$ cat config.mk
export PLATFORM = sky130hd
export DESIGN_NAME = enc_stream_arbiter_flat
export DESIGN_NICKNAME = d
export VERILOG_FILES = /design/src/rtl/enc_stream_arbiter_if.sv /design/src/rtl/enc_stream_arbiter.sv /design/src/flat_wrapper.sv
export SDC_FILE = /design/constraint.sdc
export NUM_CORES = 1
export LEC_CHECK = 0
export CAP_MARGIN = 20
export CORE_AREA = 2 2 129 131
export DETAILED_ROUTE_END_ITERATION = 8
export DIE_AREA = 0 0 131 133
export PLACE_DENSITY = 0.75
export SYNTH_ARGS = -nofsm -noshare
export SYNTH_HDL_FRONTEND = slang
export SYNTH_SLANG_ARGS = --single-unit
$ cat constraint.sdc
create_clock -name clk -period 4.12 [get_ports clk]
set_input_delay 1.03 -clock clk [delete_from_list [all_inputs] [get_ports clk]]
set_output_delay 1.03 -clock clk [all_outputs]
set_load 0.1 [all_outputs]
$ cat src/rtl/enc_stream_arbiter_if.sv
// Beat handshake bundle between the upstream channels, the stream arbiter
// and the RS encoder input.
`timescale 1ns/1ps
interface enc_stream_arbiter_if #(
    parameter int NUM_CH      = 4,
    parameter int ENC_SYM_NUM = 8,
    parameter int EGF_ORDER   = 8
);
    localparam int W    = ENC_SYM_NUM * EGF_ORDER;
    localparam int CH_W = $clog2(NUM_CH);

    logic [NUM_CH-1:0]   ch_valid;
    logic [NUM_CH-1:0]   ch_ready;
    logic [NUM_CH*W-1:0] ch_data;
    logic                enc_stall;
    logic                enc_valid;
    logic [W-1:0]        enc_data;
    logic                enc_sof;
    logic                enc_eof;
    logic [CH_W-1:0]     enc_ch;

    // master: the channels plus the encoder around the arbiter; slave: the arbiter
    modport master (
        output ch_valid, ch_data, enc_stall,
        input  ch_ready, enc_valid, enc_data, enc_sof, enc_eof, enc_ch
    );

    modport slave (
        input  ch_valid, ch_data, enc_stall,
        output ch_ready, enc_valid, enc_data, enc_sof, enc_eof, enc_ch
    );
endinterface

$ cat src/rtl/enc_stream_arbiter.sv
// Message-granular round-robin arbiter sharing one RS encoder input between
// NUM_CH streams, with a one-entry registered output stage honouring enc_stall.
`timescale 1ns/1ps
module enc_stream_arbiter #(
    parameter int NUM_CH      = 4,
    parameter int ENC_SYM_NUM = 8,
    parameter int EGF_ORDER   = 8,
    parameter int MSG_BEATS   = 28
) (
    input  logic                 clk,
    input  logic                 rst_n,
    enc_stream_arbiter_if.slave  bus,
    output logic                 busy
);
    // state | meaning
    // IDLE  | no owner; pick next channel round-robin from rr_ptr, ch_ready all 0
    // BURST | grant_q owns the encoder until MSG_BEATS beats have been accepted

    localparam int W     = ENC_SYM_NUM * EGF_ORDER;
    localparam int CH_W  = $clog2(NUM_CH);
    localparam int CNT_W = (MSG_BEATS > 1) ? $clog2(MSG_BEATS) : 1;
    localparam logic [CNT_W-1:0] LAST_BEAT = CNT_W'(MSG_BEATS - 1);
    localparam logic [CH_W-1:0]  LAST_CH   = CH_W'(NUM_CH - 1);

    typedef enum logic {IDLE, BURST} state_t;

    state_t           state_q, state_d;
    logic [CH_W-1:0]  rr_ptr_q, rr_ptr_d;
    logic [CH_W-1:0]  grant_q, grant_d;
    logic [CNT_W-1:0] beat_cnt_q, beat_cnt_d;
    logic             enc_valid_q, enc_valid_d;
    logic [W-1:0]     enc_data_q, enc_data_d;
    logic             enc_sof_q, enc_sof_d;
    logic             enc_eof_q, enc_eof_d;
    logic [CH_W-1:0]  enc_ch_q, enc_ch_d;

    logic             found;
    logic [CH_W-1:0]  pick;
    logic [CH_W-1:0]  idx;
    logic             slot_free;
    logic             accept;

    always_comb begin
        found = 1'b0;
        pick  = rr_ptr_q;
        idx   = rr_ptr_q;
        for (int i = 0; i < NUM_CH; i++) begin
            idx = CH_W'((int'(rr_ptr_q) + i) % NUM_CH);
            if (!found && bus.ch_valid[idx]) begin
                found = 1'b1;
                pick  = idx;
            end
        end
    end

    // A new beat may enter only when the output register is empty or draining.
    assign slot_free = !enc_valid_q || !bus.enc_stall;
    assign accept    = (state_q == BURST) && bus.ch_valid[grant_q] && slot_free;

    always_comb begin
        bus.ch_ready = '0;
        if (state_q == BURST) bus.ch_ready[grant_q] = slot_free;
    end

    always_comb begin
        state_d     = state_q;
        rr_ptr_d    = rr_ptr_q;
        grant_d     = grant_q;
        beat_cnt_d  = beat_cnt_q;
        enc_valid_d = enc_valid_q;
        enc_data_d  = enc_data_q;
        enc_sof_d   = enc_sof_q;
        enc_eof_d   = enc_eof_q;
        enc_ch_d    = enc_ch_q;

        case (state_q)
            IDLE: begin
                if (found) begin
                    grant_d    = pick;
                    beat_cnt_d = '0;
                    state_d    = BURST;
                end
            end
            BURST: begin
                if (accept && (beat_cnt_q == LAST_BEAT)) begin
                    state_d    = IDLE;
                    beat_cnt_d = '0;
                    rr_ptr_d   = (grant_q == LAST_CH) ? '0 : grant_q + 1'b1;
                end else if (accept) begin
                    beat_cnt_d = beat_cnt_q + 1'b1;
                end
            end
            default: state_d = IDLE;
        endcase

        if (accept) begin
            enc_valid_d = 1'b1;
            enc_data_d  = bus.ch_data[grant_q*W +: W];
            enc_ch_d    = grant_q;
            enc_sof_d   = (beat_cnt_q == '0);
            enc_eof_d   = (beat_cnt_q == LAST_BEAT);
        end else if (enc_valid_q && !bus.enc_stall) begin
            enc_valid_d = 1'b0;
        end
    end

    always_ff @(posedge clk) begin
        if (!rst_n) begin
            state_q     <= IDLE;
            rr_ptr_q    <= '0;
            grant_q     <= '0;
            beat_cnt_q  <= '0;
            enc_valid_q <= 1'b0;
            enc_data_q  <= '0;
            enc_sof_q   <= 1'b0;
            enc_eof_q   <= 1'b0;
            enc_ch_q    <= '0;
        end else begin
            state_q     <= state_d;
            rr_ptr_q    <= rr_ptr_d;
            grant_q     <= grant_d;
            beat_cnt_q  <= beat_cnt_d;
            enc_valid_q <= enc_valid_d;
            enc_data_q  <= enc_data_d;
            enc_sof_q   <= enc_sof_d;
            enc_eof_q   <= enc_eof_d;
            enc_ch_q    <= enc_ch_d;
        end
    end

    assign bus.enc_valid = enc_valid_q;
    assign bus.enc_data  = enc_data_q;
    assign bus.enc_sof   = enc_sof_q;
    assign bus.enc_eof   = enc_eof_q;
    assign bus.enc_ch    = enc_ch_q;
    assign busy          = (state_q == BURST);
endmodule

$ cat src/flat_wrapper.sv
// flat-port wrapper written by rule: the top's interface ports become plain ports
module enc_stream_arbiter_flat 
#(
    parameter int NUM_CH      = 4,
    parameter int ENC_SYM_NUM = 8,
    parameter int EGF_ORDER   = 8,
    parameter int MSG_BEATS   = 28
)
  (clk, rst_n, busy, bus_ch_valid, bus_ch_data, bus_enc_stall, bus_ch_ready, bus_enc_valid, bus_enc_data, bus_enc_sof, bus_enc_eof, bus_enc_ch);
  enc_stream_arbiter_if #(.NUM_CH(NUM_CH), .ENC_SYM_NUM(ENC_SYM_NUM), .EGF_ORDER(EGF_ORDER)) bus_i ();
  input  logic clk;
  input  logic rst_n;
  output logic busy;
  input wire logic [$bits(bus_i.ch_valid)-1:0] bus_ch_valid;
  input wire logic [$bits(bus_i.ch_data)-1:0] bus_ch_data;
  input wire logic [$bits(bus_i.enc_stall)-1:0] bus_enc_stall;
  output wire logic [$bits(bus_i.ch_ready)-1:0] bus_ch_ready;
  output wire logic [$bits(bus_i.enc_valid)-1:0] bus_enc_valid;
  output wire logic [$bits(bus_i.enc_data)-1:0] bus_enc_data;
  output wire logic [$bits(bus_i.enc_sof)-1:0] bus_enc_sof;
  output wire logic [$bits(bus_i.enc_eof)-1:0] bus_enc_eof;
  output wire logic [$bits(bus_i.enc_ch)-1:0] bus_enc_ch;
  assign bus_i.ch_valid = bus_ch_valid;
  assign bus_i.ch_data = bus_ch_data;
  assign bus_i.enc_stall = bus_enc_stall;
  assign bus_ch_ready = bus_i.ch_ready;
  assign bus_enc_valid = bus_i.enc_valid;
  assign bus_enc_data = bus_i.enc_data;
  assign bus_enc_sof = bus_i.enc_sof;
  assign bus_enc_eof = bus_i.enc_eof;
  assign bus_enc_ch = bus_i.enc_ch;
  enc_stream_arbiter #(.NUM_CH(NUM_CH), .ENC_SYM_NUM(ENC_SYM_NUM), .EGF_ORDER(EGF_ORDER), .MSG_BEATS(MSG_BEATS)) u_core (.clk(clk), .rst_n(rst_n), .bus(bus_i), .busy(busy));
endmodule
---- Yosys cells after proc, flatten, opt, wreduce, memory -nomap -nowiden ----
Cells that the tools add are included.
operators by class
  $add $sub $neg .......................... 5
  magnitude comparators ................... 6
  equal/unequal tests ..................... 4
  shifts and indexed selects .............. 1
  muxes and demuxes ....................... 30
  bitwise gates (word level) .............. 2
  reduce and logical (&&, ||, !) cells .... 19
operators with widths
  operator             count
  $shiftx 256x9->64    1
  $lt 2x3->1 const B   5
  $mux 5               3
  $mux 1               14
  $bmux 1 s2           5
  $pmux 5 s2           1
  $logic_and 1x1->1    8
  $mux 2               4
  $reduce_and 2->1     3
  $add 5x1->5 const B  1
  $eq 5x5->1 const B   1
  $logic_not 1->1      5
  $logic_not 5->1      1
  $add 2x1->2 const B  2
  $add 2x2->2 const B  2
  $and 4x4->4          1
  $mux 4               1
  $ne 3x3->1 const B   1
  $demux 1 s2          1
  $eq 2x2->1 const B   1
  $ge 2x1->1 const B   1
  $ne 2x1->1 const B   1
  $pmux 1 s2           1
  $reduce_bool 2->1    1
  other kinds (2)      2
word-level totals
  flip-flop bits (word level) ............. 79
  input port bits ......................... 263

---- Logic depth before layout (Yosys ltp) ----
Gate-level depths: netlist of the first run.
  depth after elaboration ................. 14
  mapped depth ............................ 8
  mapped depth without buffers ............ 5

---- Worst setup path after synthesis of the first run ----
Ideal clock, no wire load.
  kind .................................... register -> output
  start ................................... reg u_core.state_q, in the netlist u_core.busy
  end ..................................... out bus_ch_ready[0]
  data arrival time ....................... 2,261 ps
  required time ........................... 3,090 ps
  path slack .............................. 829 ps
  cell stages (with the launch flop) ...... 3
  buffers on the path ..................... 0
  path through ............................ dfxtp_1 a21boi_2 and2_1
between the ends
  longest elaborated chain between the ends .. 1
ends and longest elaborated chain
  item                      line                       source
  start: declaration        enc_stream_arbiter.sv:27   state_t state_q, state_d;
  start signal: assignment  enc_stream_arbiter.sv:119  state_q <= state_d;
  $mux 4                    enc_stream_arbiter.sv:62   if (state_q == BURST) bus.ch_ready[grant_q] = slot_free;
  end: declaration          flat_wrapper.sv:17         output wire logic [$bits(bus_i.ch_ready)-1:0] bus_ch_ready;
No other way between the ends.

---- Worst setup path after layout of the first run ----
  start ................................... in bus_enc_stall
  end ..................................... out bus_ch_ready[0]
between the ends
  longest elaborated chain between the ends .. 4
ends and longest elaborated chain
  item                          line                      source
  start: declaration            flat_wrapper.sv:16        input wire logic [$bits(bus_i.enc_stall)-1:0] bus_enc_stall;
  $logic_not 1->1               enc_stream_arbiter.sv:57  assign slot_free = !enc_valid_q || !bus.enc_stall;
  $logic_or 1x1->1              enc_stream_arbiter.sv:57
  $and 4x4->4 (no source line)  --
  $mux 4                        enc_stream_arbiter.sv:62
No other way between the ends.

==> results of run 1 <==
placed cells by master, fill, tap and decap left out, types with 6 or more instances in the layout:
cell             instances
ha_1                     6
a21boi_0                50
dfxtp_1                 77
o21ai_0                  6
a21oi_1                  6
a21boi_1                22
clkdlybuf4s50_1        329
buf_4                    7
clkbuf_16               10
mux4_2                  65
nand2_1                138
sequential cells by signal, summed over array words and instances (netlist names):
register / flops
u_core.bus.enc_data: 64
u_core.beat_cnt_q: 5
u_core.bus.enc_ch: 2
u_core.grant_q: 2
u_core.rr_ptr_q: 2
u_core.bus.enc_eof: 1
u_core.bus.enc_sof: 1
u_core.bus.enc_valid: 1
u_core.busy: 1
kinds of logic (layout without fill, tap and decap cells):
logic type / Yosys count / after routing / synth area share
xor gates and xnor gates: 1 / 1 / 0.00185
muxes: 67 / 67 / 0.313
DFF: 79 / 79 / 0.334
buffers and inverters: 44 / 362 / 0.0449
AOI/OAI and AO/OA: 93 / 93 / 0.143
adders and majority gates: 6 / 6 / 0.0158
and+or+nand+nor: 169 / 169 / 0.147
where the power goes:
group / internal (W) / switching, W
clock: 0.000564 / 0.000302
sequential: 0.000812 / 0.0000372
combinational: 0.000455 / 0.000555
total: 0.00183 / 0.000894
routing by layer:
layer,part of all wire,track usage,vias to the layer above
li1,-,-,2288
met1,0.36,0.192,2221
met2,0.52,0.331,226
met3,0.10,0.0510,20
met4,0.020,0.0538,0
met5,0,0,-
worst paths after layout:
check                                  startpoint                              endpoint  slack (ns)  cells past startpoint
setup reg to reg   u_core.grant_q[1]$_SDFFE_PN0P_  u_core.bus.enc_data[54]$_SDFFE_PN0P_        1.59                      5
hold / removal    u_core.bus.enc_sof$_SDFFE_PN0P_       u_core.bus.enc_sof$_SDFFE_PN0P_        0.45                      2
setup / recovery                    bus_enc_stall                       bus_ch_ready[0]        0.81                      4
hold reg to reg   u_core.bus.enc_sof$_SDFFE_PN0P_       u_core.bus.enc_sof$_SDFFE_PN0P_        0.45                      2
critical path: stages:
cell	delay [ns]
clkdlybuf4s50_1	0.44
a21boi_2	0.38
and2_1	0.24
buf_12	0.18
through the flow:
step	total power, W	util	worst slack, ns
floorplan	0.00147	-	0.829
global placement	0.00188	0.512	0.702
detailed placement	0.00189	0.512	0.660
CTS	0.00276	0.532	0.780
global route	0.00284	0.532	0.667
finish	0.00272	0.532	0.809
area by class of cell:
class / count / area, um2
inverter: 5 / 18.8
multi-input combinational: 336 / 2950
clock inverter: 3 / 65.1
tap: 220 / 275
clock buffer: 12 / 258
timing repair buffer: 342 / 3450
fill: 1475 / 7560
sequential: 79 / 1590
==> results.yml, run 1 <==
routing:
  postRouteAntennaNets: 0
  drt_iter0_markers: 116
  drcViolationCount: 0
  wl_um: 16400
  via_count: 4755
  firstDrtPassIters: 4
  wl_per_cell_um: 16.4
  vias_per_cell: 4.77
synthesis:
  syn_inst: 459
  async_flop_share: 0
  synth-main-ff-cell: "dfxtp_1"
  synth-edff-count: 0
  yosysWarnings: 0
  yosysTopAreaCell: "dfxtp_1"
  yosysTopAreaCellShare: 0.334
  synth-seq-area-share: 0.334
  netlist_area_um2: 4740
  synth-seq-cells: 79
  synth_fp_nets: 728
  synth.most_common_cell: "nand2_1"
  ys_types: 35
  syn_avg_cell_area_um2: 10.3
  synth_area_leaders: "dfxtp_1 (33%), mux4_2 (31%), nand2_1 (11%), a21boi_0 (7.9%), a21boi_1 (3.5%)"
  ys_top_cells_by_count: "nand2_1 (139), dfxtp_1 (79), mux4_2 (65)"
critical_path:
  cp-start-kind: "primary input"
  critPathMaxFanout: 10
  path_class: "primary input to output pin"
  cp_data_arrival_time_ns: 2.28
  required_ns: 3.09
  endpoint_kind: "output pin"
status:
  status: "completed"
sta:
  skew_ns: 0.00542
  maxSlewHeadroom: 0.284
  worst_pin_slew_ns: 1.07
  slew_viol_final: 0
  fin_setup_tns_ns: 0
  layout_worst_path_cycle_share: 0.804
  fmax_mhz: 302
  hold_slack_ns: 0.449
  rsz0062_at_grt: "no"
  period_minus_slack_ns: 3.31
  hold_viol: 0
  setup_viol: 0
global_route:
  grt_pass1_wl_um: 24300
  grt-ovfl-total: 0
  grt_max_degree: 69
  grt_usage: 0.178
  grt_pass1_vias: 4825
  antenna_found_initial: 0
clock_tree:
  h-tree-depth: 3
  clockRootBuffer: "clkbuf_16"
  clkLatencyLatePin_ns: 0.32
  postCtsSetupBuffers: 0
  path_clk_slew_ns: 0.06
  clockBufferDepth: 2
  hold_buffers: 0
  cts_buffers: 9
  tritoncts: "done"
  cts.sinks: 79
  ctsResizeCount: 0
floorplan:
  die_h_um: 133
  std_cell_rows: 47
  die-area_um2: 17400
  ios: 337
  start_util: 0.293
  core_area_um2: 16200
  fp.dieW_um: 131
place:
  place_congestion: 0.779
  dp_hpwl_um: 13300
  dpl.cell_count: 982
  port_buffers: 336
  place_area_um2: 8290
flow_run:
  cap_viol_max_count: 0
final_layout:
  fin_nets: 1042
  stdcell_area_um2: 8610
  fin_cells: 997
  drive_above_1_share: 0.129
  area_growth_pct: 81.5
  insertedDiodeCount: 0
pwr:
  leakagePower_nw: 2.92
  ir_worst_vdd_mv: 0.195
  power_density_nw_per_um2: 317
min_path:
  hold_path.class: "flip-flop to flip-flop"
Note: power is estimated with default switching activity, not from simulation.
==> inputs of run 2 (changes only) <==
--- a/config.mk
+++ b/config.mk
@@ -6,10 +6,10 @@
 export NUM_CORES = 1
 export LEC_CHECK = 0
 export CAP_MARGIN = 20
-export CORE_AREA = 2 2 129 131
+export CORE_AREA = 2 2 133 135
 export DETAILED_ROUTE_END_ITERATION = 8
-export DIE_AREA = 0 0 131 133
-export PLACE_DENSITY = 0.75
+export DIE_AREA = 0 0 135 137
+export PLACE_DENSITY = 0.72
 export SYNTH_ARGS = -nofsm -noshare
 export SYNTH_HDL_FRONTEND = slang
 export SYNTH_SLANG_ARGS = --single-unit
==> constraint.sdc (replaced) <==
create_clock -name clk -period 3.1 [get_ports clk]
set_input_delay 0.775 -clock clk [delete_from_list [all_inputs] [get_ports clk]]
set_output_delay 0.775 -clock clk [all_outputs]
set_load 0.1 [all_outputs]
==> run 2 against run 1 <==
  * Sequential cell count unchanged
  * Die area up 6.2%
  * Sequential power up 32%
  * Clock skew up 0.0032 ns
  * Largest power group unchanged
==> results.yml, run 2 (synthesized netlist as in run 1, its figures left out) <==
status:
  status: "completed"
final_layout:
  fin_cells: 1006
  mostFrequentLayoutCells: "clkdlybuf4s50_1 (261), nand2_1 (138), dfxtp_1 (77), buf_4 (76), mux4_2 (65)"
  largest_reg_flops: 64
  final_common_cell: "clkdlybuf4s50_1"
  area_growth_pct: 77.8
  drive_above_1_share: 0.218
  fill_cells: 1589
  fin_nets: 1045
  utilization: 0.494
clock_tree:
  clkLatencyLatePin_ns: 0.33
  postCtsSetupBuffers: 0
  ctsResizeCount: 0
  hold_buffers: 0
  cts_buffers: 9
  path_clk_slew_ns: 0.05
  clockRootBuffer: "clkbuf_16"
  cts.sinks: 79
  h-tree-depth: 3
  clockBufferDepth: 2
  tritoncts: "done"
sta:
  slew_viol_final: 0
  setup_viol: 0
  fmax_mhz: 380
  fin_setup_tns_ns: 0
  layout_worst_path_cycle_share: 0.848
  period_minus_slack_ns: 2.63
  worst_pin_slew_ns: 0.633
  maxSlewHeadroom: 0.578
  skew_ns: 0.00860
  rsz0062_at_grt: "no"
  hold_viol: 0
pwr:
  report.power.total_w: 0.00340
  leakagePower_nw: 3.04
  ir_worst_vdd_mv: 0.234
  power_density_nw_per_um2: 403
global_route:
  grt-ovfl-total: 0
  antenna_found_initial: 2
  grt_pass1_wl_um: 24600
  grt_max_degree: 69
  grt_pass1_vias: 4773
  grt_usage: 0.170
routing:
  via_count: 4809
  drt_iter0_markers: 193
  wl_um: 16400
  wl_per_cell_um: 16.3
  vias_per_cell: 4.78
  firstDrtPassIters: 4
  postRouteAntennaNets: 0
  drcViolationCount: 0
floorplan:
  die_h_um: 137
  die-area_um2: 18500
  ios: 337
  fp.dieW_um: 135
  std_cell_rows: 48
  core_area_um2: 17100
  start_util: 0.278
place:
  dp_hpwl_um: 13200
  port_buffers: 336
  dpl.cell_count: 990
  place_congestion: 0.754
critical_path:
  endpoint_kind: "output pin"
  required_ns: 2.32
  critPathMaxFanout: 5
  cp_slowest_stage_delay_ns: 0.45
  timing.rr.end: "u_core.beat_cnt_q[0]$_SDFFE_PN0P_"
  cp-start-kind: "primary input"
  path_class: "primary input to output pin"
  r2r_start: "u_core.grant_q[1]$_SDFFE_PN0P_"
  reg2reg_slack_ns: 1.06
  crit_chain: "clkdlybuf4s50_1 -> a21boi_2 -> and2_1 -> buf_12"
  cp_data_arrival_time_ns: 1.85
  cp_slowest_cell: "clkdlybuf4s50_1"
  reg2reg_depth: 5
min_path:
  hold_path.class: "flip-flop to flip-flop"
  hold_depth: 2
  whs_endpoint: "u_core.bus.enc_data[28]$_SDFFE_PN0P_"
  hp-start: "u_core.bus.enc_data[28]$_SDFFE_PN0P_"
flow_run:
  cap_viol_max_count: 0
[run 2: cell types whose count changed in the layout (fill, tap and decap cells not counted)]
cell / change
clkinv_2: +1
clkdlybuf4s50_1: -68
clkbuf_16: -1
diode_2: +2
clkbuf_8: +1
buf_12: +2
bufinv_16: -2
buf_4: +69
[run 2: power by group]
group          internal, W  switching, W  leakage [nW]
Clock             0.000553      0.000389         0.128
Combinational     0.000592      0.000747          2.27
Sequential         0.00108     0.0000393         0.645
Total              0.00222       0.00118          3.04
[run 2: area by class of cell]
class | count | area [um2] | area share
Sequential cell | 79 | 1590 | 0.188
Inverter | 5 | 18.8 | 0.00223
Timing Repair Buffer | 345 | 3330 | 0.395
Clock buffer | 12 | 246 | 0.0292
Multi-Input combinational cell | 336 | 2950 | 0.350
Tap cell | 225 | 282 | 0.0334
Antenna cell | 2 | 5.00 | 0.000594
Clock inverter | 2 | 10.0 | 0.00119
[run 2: metrics by stage]
stage / hold slack (ns) / cell area, um2 / setup WS (ns)
2_1_floorplan: 0.465 / 4740 / 0.0643
3_3_place_gp: 0.441 / 8170 / 0.461
3_5_place_dp: 0.446 / 8170 / 0.420
4_1_cts: 0.454 / 8430 / 0.457
5_1_grt: 0.466 / 8430 / 0.410
6_report: 0.451 / 8430 / 0.470
[run 2: worst max-delay path by stage]
stage                                      start                                   to  slack [ns]  depth (start not counted)
after global placement           bus_ch_valid[3]      u_core.rr_ptr_q[1]$_SDFFE_PN0P_        0.46                          6
after detailed placement         bus_ch_valid[3]  u_core.bus.enc_data[7]$_SDFFE_PN0P_        0.42                          6
after floorplan           u_core.busy$_SDFF_PN0_                      bus_ch_ready[0]        0.06                          2
after CTS                          bus_enc_stall                      bus_ch_ready[2]        0.46                          4
after global routing               bus_enc_stall                      bus_ch_ready[2]        0.41                          4
final                              bus_enc_stall                      bus_ch_ready[2]        0.47                          4
[run 2: metal layers]
metal  track usage  wire [um]  vias to the layer above
met5             0          0                        -
met4        0.0764        372                        0
met3        0.0452       1620                       21
met2         0.309       8420                      247
met1         0.187       6010                     2245
li1              -          -                     2296
[run 2: critical path: cells and delay by family]
family	cells	cell delay, ns
AND/OR/NAND/NOR	1	0.22
AO/OA/AOI/OAI	1	0.22
buffers and inverters	2	0.64
==> RTL edit, RTL diff (flow settings as in run 2) <==
`MSG_BEATS` is set to 28 in 2 places; all go to 56.
--- a/src/rtl/enc_stream_arbiter.sv
+++ b/src/rtl/enc_stream_arbiter.sv
@@ -6,5 +6,5 @@
     parameter int ENC_SYM_NUM = 8,
     parameter int EGF_ORDER   = 8,
-    parameter int MSG_BEATS   = 28
+    parameter int MSG_BEATS   = 56
 ) (
     input  logic                 clk,
--- a/src/flat_wrapper.sv
+++ b/src/flat_wrapper.sv
@@ -5,5 +5,5 @@
     parameter int ENC_SYM_NUM = 8,
     parameter int EGF_ORDER   = 8,
-    parameter int MSG_BEATS   = 28
+    parameter int MSG_BEATS   = 56
 )
   (clk, rst_n, busy, bus_ch_valid, bus_ch_data, bus_enc_stall, bus_ch_ready, bus_enc_valid, bus_enc_data, bus_enc_sof, bus_enc_eof, bus_enc_ch);
Check against the original RTL: same outputs for any inputs over 4 cycles, from zero or initial values and one cycle with rst_n low; that may be too few to reach the edited logic, so the function may still have changed.
==> RTL edit against run 2 <==
  * Worst setup slack worse by 0.15 ns
  * Design area up 1.5%
  * Count of clock-buffer cells in the layout down 3
  * Routed wire length down 0.78%
  * Die area unchanged
  * Clock power up 29%
  * Synthesized area up 1.6%
  * Total power up 7.9%
  * Largest cell class unchanged
  * Sequential cell count up 1
  * Largest power group unchanged
==> RTL edit: results (changes against run 2) <==
| Metric | Value |
|---|---|
| Worst Setup EP | `bus_ch_ready[2]` |
| R2R Path End | `u_core.beat_cnt_q[0]` |
| Async SR Flop Fraction | `0 (unchanged)` |
| Seq/Total Area, Yosys | `0.333 (-0.000955)` |
| Fraction of layout cells with a size suffix above 1 | `0.222 (+0.00357)` |
| Worst Reg2Reg Path Length in Cells | `5 (unchanged)` |
| Rows | `48 (unchanged)` |
| Critical Path Max Stage Delay | `0.42 ns (-0.03 ns)` |
| Num CTS Buffers | `9 (unchanged)` |
| R2r startpoint | `u_core.busy` |
| Worst Hold Class | `reg2reg` |
| Clock Path Buffers | `2 (unchanged)` |
| Seq. cell area | `1610 um^2 (+1.3%)` |
| YS warnings | `0 (unchanged)` |
| Commonest cells in the netlist | `nand2_1 (137), dfxtp_1 (80), mux4_2 (65)` |
| CP max FO | `5 (unchanged)` |
| Vias in the first global route | `4761 (-0.25%)` |
| GPL Wtd Cong | `0.824 (+9.3%)` |
| 1st-pass router iterations | `6 (+2)` |
| CTS H-tree depth | `3 (unchanged)` |
| IO Port Bufs | `336 (unchanged)` |
| Antenna violations before repair | `0 (-2)` |
| Post-DP HPWL | `13.1 mm (-0.67%)` |
| Maximum vdd drop | `0.223 mV (-4.5%)` |
| Dominant cells by area after synthesis | `dfxtp_1 (33%), mux4_2 (30%), nand2_1 (11%)` |
| Max cap viols | `0 (unchanged)` |
| Synth Net Count | `735 (+0.96%)` |
| Cts repair resizes | `0 (unchanged)` |
| Worst-path clk slew | `0.06 ns` |
| Antenna diode count | `0 (-2)` |
| Arrival time at the worst endpoint | `2.01 ns (+0.16 ns)` |
| Worst-Skew Late Latency | `0.33 ns (about the same)` |
| Largest net degree at the start of global routing | `41 (-41%)` |
| Area after DPL | `8210 um^2 (+0.49%)` |
| Status | `completed` |
| Slowest cell on crit path | `clkdlybuf4s50_1` |
| Crit. Startpoint | `bus_enc_stall` |
| Initial core utilization | `0.282 (+0.00433)` |
| Max reg flops | `64 (unchanged)` |
| Total GRT Usage | `0.169 (-0.000984)` |
| Leak | `3.11 nW (+2.2%)` |
| Total Nets Final | `1053 (+0.77%)` |
| Worst Max-Slew Pin Slew | `0.651 ns (+0.0180 ns)` |
| Post-CTS Setup Inserts | `0 (unchanged)` |
| Layout fillers | `1594 (+0.31%)` |
| R2R Setup Slk | `1.01 ns (-0.05 ns)` |
| First-pass GRT wire length | `24.5 mm (-0.59%)` |
| Routed Wire Length | `16.3 mm (-0.78%)` |
| Worst clock skew | `0.00626 ns (-0.00234 ns)` |
| Synth cell types | `34 (-2.9%)` |
| Initial DRC Count | `160 (-17%)` |
| Root buffer cell | `clkbuf_16` |
| Via density | `4.69 (-1.9%)` |
RTL edit: layout make-up:
type | count | share of cell area
tap | 225 | 0.0329
multi-input combinational | 340 | 0.348
timing repair buffer | 347 | 0.388
sequential | 80 | 0.188
clock inverter | 7 | 0.0140
inverter | 6 | 0.00263
clock buffer | 9 | 0.0263
RTL edit: metal layers:
metal	part of all wire	vias to the layer above	GRT usage	wire length, um
met2	0.52	215	0.312	8460
li1	-	2327	-	-
met4	0.014	0	0.0579	236
met5	0	-	0	0
met1	0.38	2199	0.191	6150
met3	0.089	16	0.0400	1450
RTL edit: kinds of logic after synthesis:
family / Yosys count / share of synthesized area
multiplexers: 68 / 0.311
flip-flops: 80 / 0.333
buffers and inverters: 46 / 0.0499
XOR/XNOR: 1 / 0.00182
AO/OA/AOI/OAI: 96 / 0.144
AND/OR/NAND/NOR: 169 / 0.146
adder cells (fa/ha/maj): 6 / 0.0156
RTL edit: through the flow:
step                       util  setup WS [ns]  std cells
after detailed placement  0.481          0.326        998
after floorplan               -         0.0786        466
after global routing      0.502          0.223       1014
final                     0.502          0.320       1014
after CTS                 0.502          0.314       1014
after global placement    0.481          0.325        998
RTL edit: critical path, delay by kind of cell:
kind            cells  cell delay [ns]
compound gates      1             0.37
simple gates        1             0.25
buf+inv             2             0.61
RTL edit: how the worst min path moves through the flow:
stage / start / end / slack, ns / cells past startpoint
after floorplan: u_core.beat_cnt_q[5] / u_core.beat_cnt_q[5] / 0.47 / 2
after global placement: u_core.bus.enc_data[20] / u_core.bus.enc_data[20] / 0.44 / 2
after detailed placement: u_core.bus.enc_data[21] / u_core.bus.enc_data[21] / 0.45 / 2
after CTS: u_core.bus.enc_data[21] / u_core.bus.enc_data[21] / 0.45 / 2
after global routing: u_core.bus.enc_data[14] / u_core.bus.enc_data[14] / 0.47 / 2
final: u_core.bus.enc_data[21] / u_core.bus.enc_data[21] / 0.45 / 2
RTL edit: report_power, final:
group          internal (mW)  leakage [nW]  switching [mW]  total, mW
sequential              1.09         0.653          0.0385       1.13
clock                  0.788         0.166           0.425       1.21
combinational          0.589          2.29           0.738       1.33
total                   2.47          3.11            1.20       3.67
